[src/rtl/fsmc_bus_master.sv]
// MCU-side initiator for the asynchronous SRAM-style FSMC bus: single-beat reads/writes
// on NE1 (CPU space) or NE2 (PPU space) with programmable setup/data/hold and NWAIT stretch.
module fsmc_bus_master #(
   parameter int ADDSET       = 2,
   parameter int DATAST       = 4,
   parameter int HOLD         = 1,
   parameter int TIMEOUT_BITS = 10
) (
   input  logic        master_clock,
   input  logic        reset,
   input  logic        cmd_valid,
   output logic        cmd_ready,
   input  logic        cmd_write,
   input  logic        cmd_ppu,
   input  logic [15:0] cmd_addr,
   input  logic [7:0]  cmd_wdata,
   output logic        resp_valid,
   output logic [7:0]  resp_rdata,
   output logic        resp_timeout,
   output logic        ne1,
   output logic        ne2,
   output logic        noe,
   output logic        nwe,
   output logic [15:0] addr,
   output logic [7:0]  data_out,
   output logic        data_oe,
   input  logic [7:0]  data_in,
   input  logic        nwait
);

   localparam int CW = $clog2(ADDSET + DATAST + HOLD + 1);
   localparam logic [CW-1:0] ADD_LAST = CW'(ADDSET - 1);
   localparam logic [CW-1:0] DAT_LAST = CW'(DATAST - 1);
   localparam logic [CW-1:0] HLD_LAST = CW'(HOLD - 1);

   typedef enum logic [2:0] {S_IDLE, S_SETUP, S_ACCESS, S_HOLD, S_DONE} state_t;

   state_t                  state;
   logic [CW-1:0]           cnt;
   logic [TIMEOUT_BITS-1:0] wcnt;
   logic                    wr_q;
   logic                    ppu_q;
   logic [7:0]              rdata_q;
   logic                    timeout_q;
   logic                    nwait_meta;
   logic                    nwait_s;

   always_ff @(posedge master_clock or posedge reset) begin
      if (reset) begin
         nwait_meta <= 1'b1;
         nwait_s    <= 1'b1;
      end else begin
         nwait_meta <= nwait;
         nwait_s    <= nwait_meta;
      end
   end

   always_ff @(posedge master_clock or posedge reset) begin
      if (reset) begin
         state        <= S_IDLE;
         cnt          <= '0;
         wcnt         <= '0;
         wr_q         <= 1'b0;
         ppu_q        <= 1'b0;
         rdata_q      <= 8'h00;
         timeout_q    <= 1'b0;
         cmd_ready    <= 1'b1;
         resp_valid   <= 1'b0;
         resp_rdata   <= 8'h00;
         resp_timeout <= 1'b0;
         ne1          <= 1'b1;
         ne2          <= 1'b1;
         noe          <= 1'b1;
         nwe          <= 1'b1;
         addr         <= 16'h0000;
         data_out     <= 8'h00;
         data_oe      <= 1'b0;
      end else begin
         case (state)
            S_IDLE: begin
               resp_valid <= 1'b0;
               if (cmd_valid) begin
                  wr_q      <= cmd_write;
                  ppu_q     <= cmd_ppu;
                  addr      <= cmd_addr;
                  data_out  <= cmd_wdata;
                  data_oe   <= cmd_write;
                  ne1       <= cmd_ppu;
                  ne2       <= ~cmd_ppu;
                  cnt       <= '0;
                  cmd_ready <= 1'b0;
                  state     <= S_SETUP;
               end
            end
            S_SETUP: begin
               if (cnt == ADD_LAST) begin
                  noe   <= wr_q;
                  nwe   <= ~wr_q;
                  cnt   <= '0;
                  wcnt  <= '0;
                  state <= S_ACCESS;
               end else begin
                  cnt <= cnt + 1'b1;
               end
            end
            S_ACCESS: begin
               // nwait_s is only looked at once the minimum strobe width has elapsed
               if (cnt != DAT_LAST) begin
                  cnt <= cnt + 1'b1;
               end else if (nwait_s) begin
                  rdata_q   <= wr_q ? 8'h00 : data_in;
                  timeout_q <= 1'b0;
                  noe       <= 1'b1;
                  nwe       <= 1'b1;
                  cnt       <= '0;
                  state     <= S_HOLD;
               end else if (&wcnt) begin
                  rdata_q   <= 8'hFF;
                  timeout_q <= 1'b1;
                  noe       <= 1'b1;
                  nwe       <= 1'b1;
                  cnt       <= '0;
                  state     <= S_HOLD;
               end else begin
                  wcnt <= wcnt + 1'b1;
               end
            end
            S_HOLD: begin
               if (cnt == HLD_LAST) begin
                  ne1          <= 1'b1;
                  ne2          <= 1'b1;
                  data_oe      <= 1'b0;
                  resp_valid   <= 1'b1;
                  resp_rdata   <= rdata_q;
                  resp_timeout <= timeout_q;
                  state        <= S_DONE;
               end else begin
                  cnt <= cnt + 1'b1;
               end
            end
            S_DONE: begin
               // both chip selects stay high here, giving the responder its NE-inactive gap
               resp_valid <= 1'b0;
               cmd_ready  <= 1'b1;
               state      <= S_IDLE;
            end
            default: state <= S_IDLE;
         endcase
      end
   end

endmodule

[config.mk]
export PLATFORM = sky130hd
export DESIGN_NAME = fsmc_bus_master
export DESIGN_NICKNAME = d
export VERILOG_FILES = /design/src/rtl/fsmc_bus_master.sv
export SDC_FILE = /design/constraint.sdc
export NUM_CORES = 1
export LEC_CHECK = 0
export ABC_AREA = 1
export CAP_MARGIN = 20
export CORE_UTILIZATION = 53
export DETAILED_ROUTE_END_ITERATION = 10
export GPL_ROUTABILITY_DRIVEN = 0
export MAX_ROUTING_LAYER = met4
export PLACE_DENSITY = 0.85
export SETUP_SLACK_MARGIN = 0.05
export SLEW_MARGIN = 5
export SYNTH_ARGS = -nofsm -noshare
export SYNTH_HDL_FRONTEND = slang
export SYNTH_SLANG_ARGS = --single-unit
export TNS_END_PERCENT = 30
[constraint.sdc]
create_clock -name master_clock -period 3.9 [get_ports master_clock]
set_input_delay 0.975 -clock master_clock [delete_from_list [all_inputs] [get_ports master_clock]]
set_output_delay 0.975 -clock master_clock [all_outputs]
set_load 0.05 [all_outputs]
== Yosys cells after proc, flatten, opt, wreduce, memory -nomap -nowiden ==
Cells that the tools add are included.
Storage, ports and cells
  bits in registers: 68
  output and inout port bits: 40
Cells by class
  $add $sub $neg: 2
  muxes and demuxes: 41
  equal/unequal tests: 15
  bitwise gates (word level): 3
  reduce and logical (&&, ||, !) cells: 20
Operators by type and width (number)
  $mux W10: 4
  $mux W3: 12
  $mux W8: 3
  $pmux W3 S4: 2
  $pmux W10 S2: 1
  $ne A2 B2 Y1 const B: 7
  $pmux W1 S2: 7
  $mux W1: 12
  $add A10 B1 Y10 const B: 1
  $reduce_and A10 Y1: 1
  $reduce_and A5 Y1: 2
  $reduce_bool A2 Y1: 5
  $reduce_and A2 Y1: 4
  $reduce_and A4 Y1: 2
  $eq A3 B1 Y1 const B: 2
  $eq A3 B2 Y1 const B: 2
  $logic_not A3 Y1: 2
  $reduce_and A3 Y1: 2
  $ne A4 B4 Y1 const B: 1
  $reduce_bool A4 Y1: 1
  $add A3 B1 Y3 const B: 1
  $eq A3 B3 Y1 const B: 1
  $ne A3 B2 Y1 const B: 1
  $ne A3 B3 Y1 const B: 1
  2 further kinds: 4

== Longest topological paths before layout ==
  word-level depth: 5
  gate-level depth with buffers: 9

== Least setup slack after synthesis ==
No wires, ideal clock.
  path kind: reg2out
  from: register cmd_ready
  to: output cmd_ready
  data required time: 2.925 ns
  arrival: 0.664 ns
  setup slack: 2.261 ns
  cell stages (with the launch flop): 1
  cell sequence: dfstp_2
RTL lines
  start, declared: RTL line 12  | output logic cmd_ready,
  start signal, assigned: RTL line 67  | cmd_ready <= 1'b1;
  start signal, assigned: RTL line 91  | cmd_ready <= 1'b0;
  start signal, assigned: RTL line 144  | cmd_ready <= 1'b1;
No word-level cell between the ends.

== Final worst setup path ==
  from: register cmd_ready
  to: output cmd_ready
No word-level cell between the ends.

==> run metrics <==
Routed WL=6990 um; row count=27; WL/cell=13.0 um; H-tree depth=3; post-synthesis cell type count=32; synthesized net count=423; f_max=0.375 GHz; Fin Setup TNS=0 ps; crit start category=flop; most frequent cells in the layout=nand2_1 (176), clkdlybuf4s50_1 (77), dfrtp_1 (61); n_diodes=0; post-route cell area=0.00423 mm^2; worst path cell trace=clkdlybuf4s50_1; final worst-path cycle share=68.4%; CP max stage cell=clkdlybuf4s50_1; critical path class=reg2out; most common cell after layout, fill and taps aside=nand2_1; critical hold path startpoint=nwait_meta; Hold-fix buffers, CTS=0; clock root cell=clkbuf_8; Remaining Overflow, GRT=0; total CTS buffers=9; DP Area=0.00402 mm^2; port bufs=77; CP max stage delay=810 ps; CP endpoint kind=output port; Pleak=2.06 nW; Psw=1.84 mW; Cell Pwr Density=910 mW/mm^2; status=complete, no violations; post_cts resized=0; Top Ports=78; Gate power share=52.3%; chip height=79.8 um; largest net degree at the start of global routing=69; area grow syn2layout=31.8%; area share of the largest cell type after synthesis=47.5%; Mapped Cells=379; total global-route track usage=25.2%; Die X=79.8 um; max cap viols=0; worst setup path start=cmd_ready; Pins Over Slew Limit=0; min cycle time layout=2670 ps; Buf+Inv Stages, Crit Path=1; TritonCTS clock tree=yes; Pre-Repair DR Iteration Count=4; worst-margin pin slew=842 ps; Mapped Area=0.00321 mm^2; main flop type after synthesis=dfrtp_1; Final Core Density=74.6%; Worst R2R Start=state[1]; arrival time worst endpoint=1690 ps; RSZ-0062 raised after global routing=no; YS warnings=0; top post-synthesis cells by area=dfrtp_1 (48%), nand2_1 (21%), dfstp_2 (5.7%); sequential power share=31.3%; synthesized area per cell=8.47 um^2; worst-path maximum fanout=2; Seq/Total Area, Yosys=53.3%; Post-synth EDFFs=0; antenna violations before repair=0; vias in the first global route=2,639; Die Area=0.00638 mm^2; initial DRC count=153; clock power share=16.4%; Int Power=2.01 mW; DRC errors left=0; Sink Count=68; Hold Crit Class=reg2reg; Worst VDD drop=0.000642 V; CTS clk-pin slew, worst paths=80 ps; Yosys top cell by area=dfrtp_1; core area=0.00568 mm^2; Final #Nets=503; DR vias/cell=5.03; final setup vio count=0; kind of cell adding the most delay to the critical path=buffers and inverters; async set-reset flop share out of synthesis=100%; Final Hold Fails=0; Final ANT Viol Nets=0; share of layout cells above drive strength 1=12.1%; vias=2,697; Max Buffers Root-to-Sink=2; Post CTS Setup Buffer Count=0; worst path required time=2920 ps; relative slew slack=43.9%; flip-flop and latch count after synthesis=68; switching share of power=47.8%; first-pass GRT wire length=11,800 um; Worst Skew=9.49 ps; Initial Utilization=56.6%; Detailed Place HPWL=4850 um; Skew-Pair Late Insertion Delay=350 ps
==> logic make-up after synthesis <==
family                     count (synthesis)  share of synthesized area, %
AOI/OAI and AO/OA                         35                          6.82
DFF                                       68                          53.3
buffers and inverters                     35                          5.18
xor gates and xnor gates                   3                         0.818
adders and majority gates                  6                          2.34
and+or+nand+nor                          232                          31.6
==> worst paths after layout <==
kind | end | slack, ps | cells after the start
max reg2reg | resp_timeout | 2040 | 6
max in group asynchronous | addr[9] | 2160 | 3
min reg2reg | nwait_s | 360 | 0
min in group asynchronous | rdata_q[1] | 1180 | 3
max | cmd_ready | 1230 | 1
min | nwait_s | 360 | 0
==> area by class of cell <==
type	instances	area, um^2
Inverter	25	96.3
Sequential cell	68	1710
Clock buffer	10	128
Clock inverter	6	88.8
Tap cell	72	90.1
Multi-Input combinational cell	276	1340
Fill cell	430	1440
Timing Repair Buffer	79	786
==> power by group through the flow <==
stage	clock (mW)	sequential, mW	combinational, mW
after floorplan	0	1.84	0.774
after global placement	0	1.20	1.97
after detailed placement	0	1.21	2.02
after CTS	0.642	1.21	2.03
after global routing	0.674	1.24	2.19
final	0.633	1.20	2.01
==> Yosys cell counts, types with 4 or more instances <==
cell type and number:
nor2_1 15, a21oi_1 10, inv_2 4, buf_2 5, o21ai_2 9, o21ai_0 11, dfrtp_1 61, inv_1 18
dfstp_2 7, nand2_2 4, nand3_1 17, nand2_1 176, ha_1 6
==> per-layer routing <==
layer,vias to the layer above,share of wire (%),GRT usage [%],routed length [um]
li1,1346,-,-,-
met1,1251,45,31.6,3120
met2,90,47,38.4,3270
met3,10,6.9,7.20,484
met4,0,1.7,10.7,116
met5,-,0,-,0
==> flip-flops by register name, indices dropped and copies added (netlist names), 3 cells and up <==
| register | count |
|---|---|
| addr | 16 |
| cnt | 3 |
| data_out | 8 |
| rdata_q | 8 |
| resp_rdata | 8 |
| state | 3 |
| wcnt | 10 |
==> stage by stage <==
step,hold WS (ps),worst slack (ps),total power [mW],std cells
4_1_cts,361,1220,3.88,536
6_report,361,1230,3.85,536
5_1_grt,355,1190,4.11,536
3_3_place_gp,347,1620,3.17,520
3_5_place_dp,347,1600,3.23,520
2_1_floorplan,345,1230,2.62,379
Power figures use the tool's default switching activity.
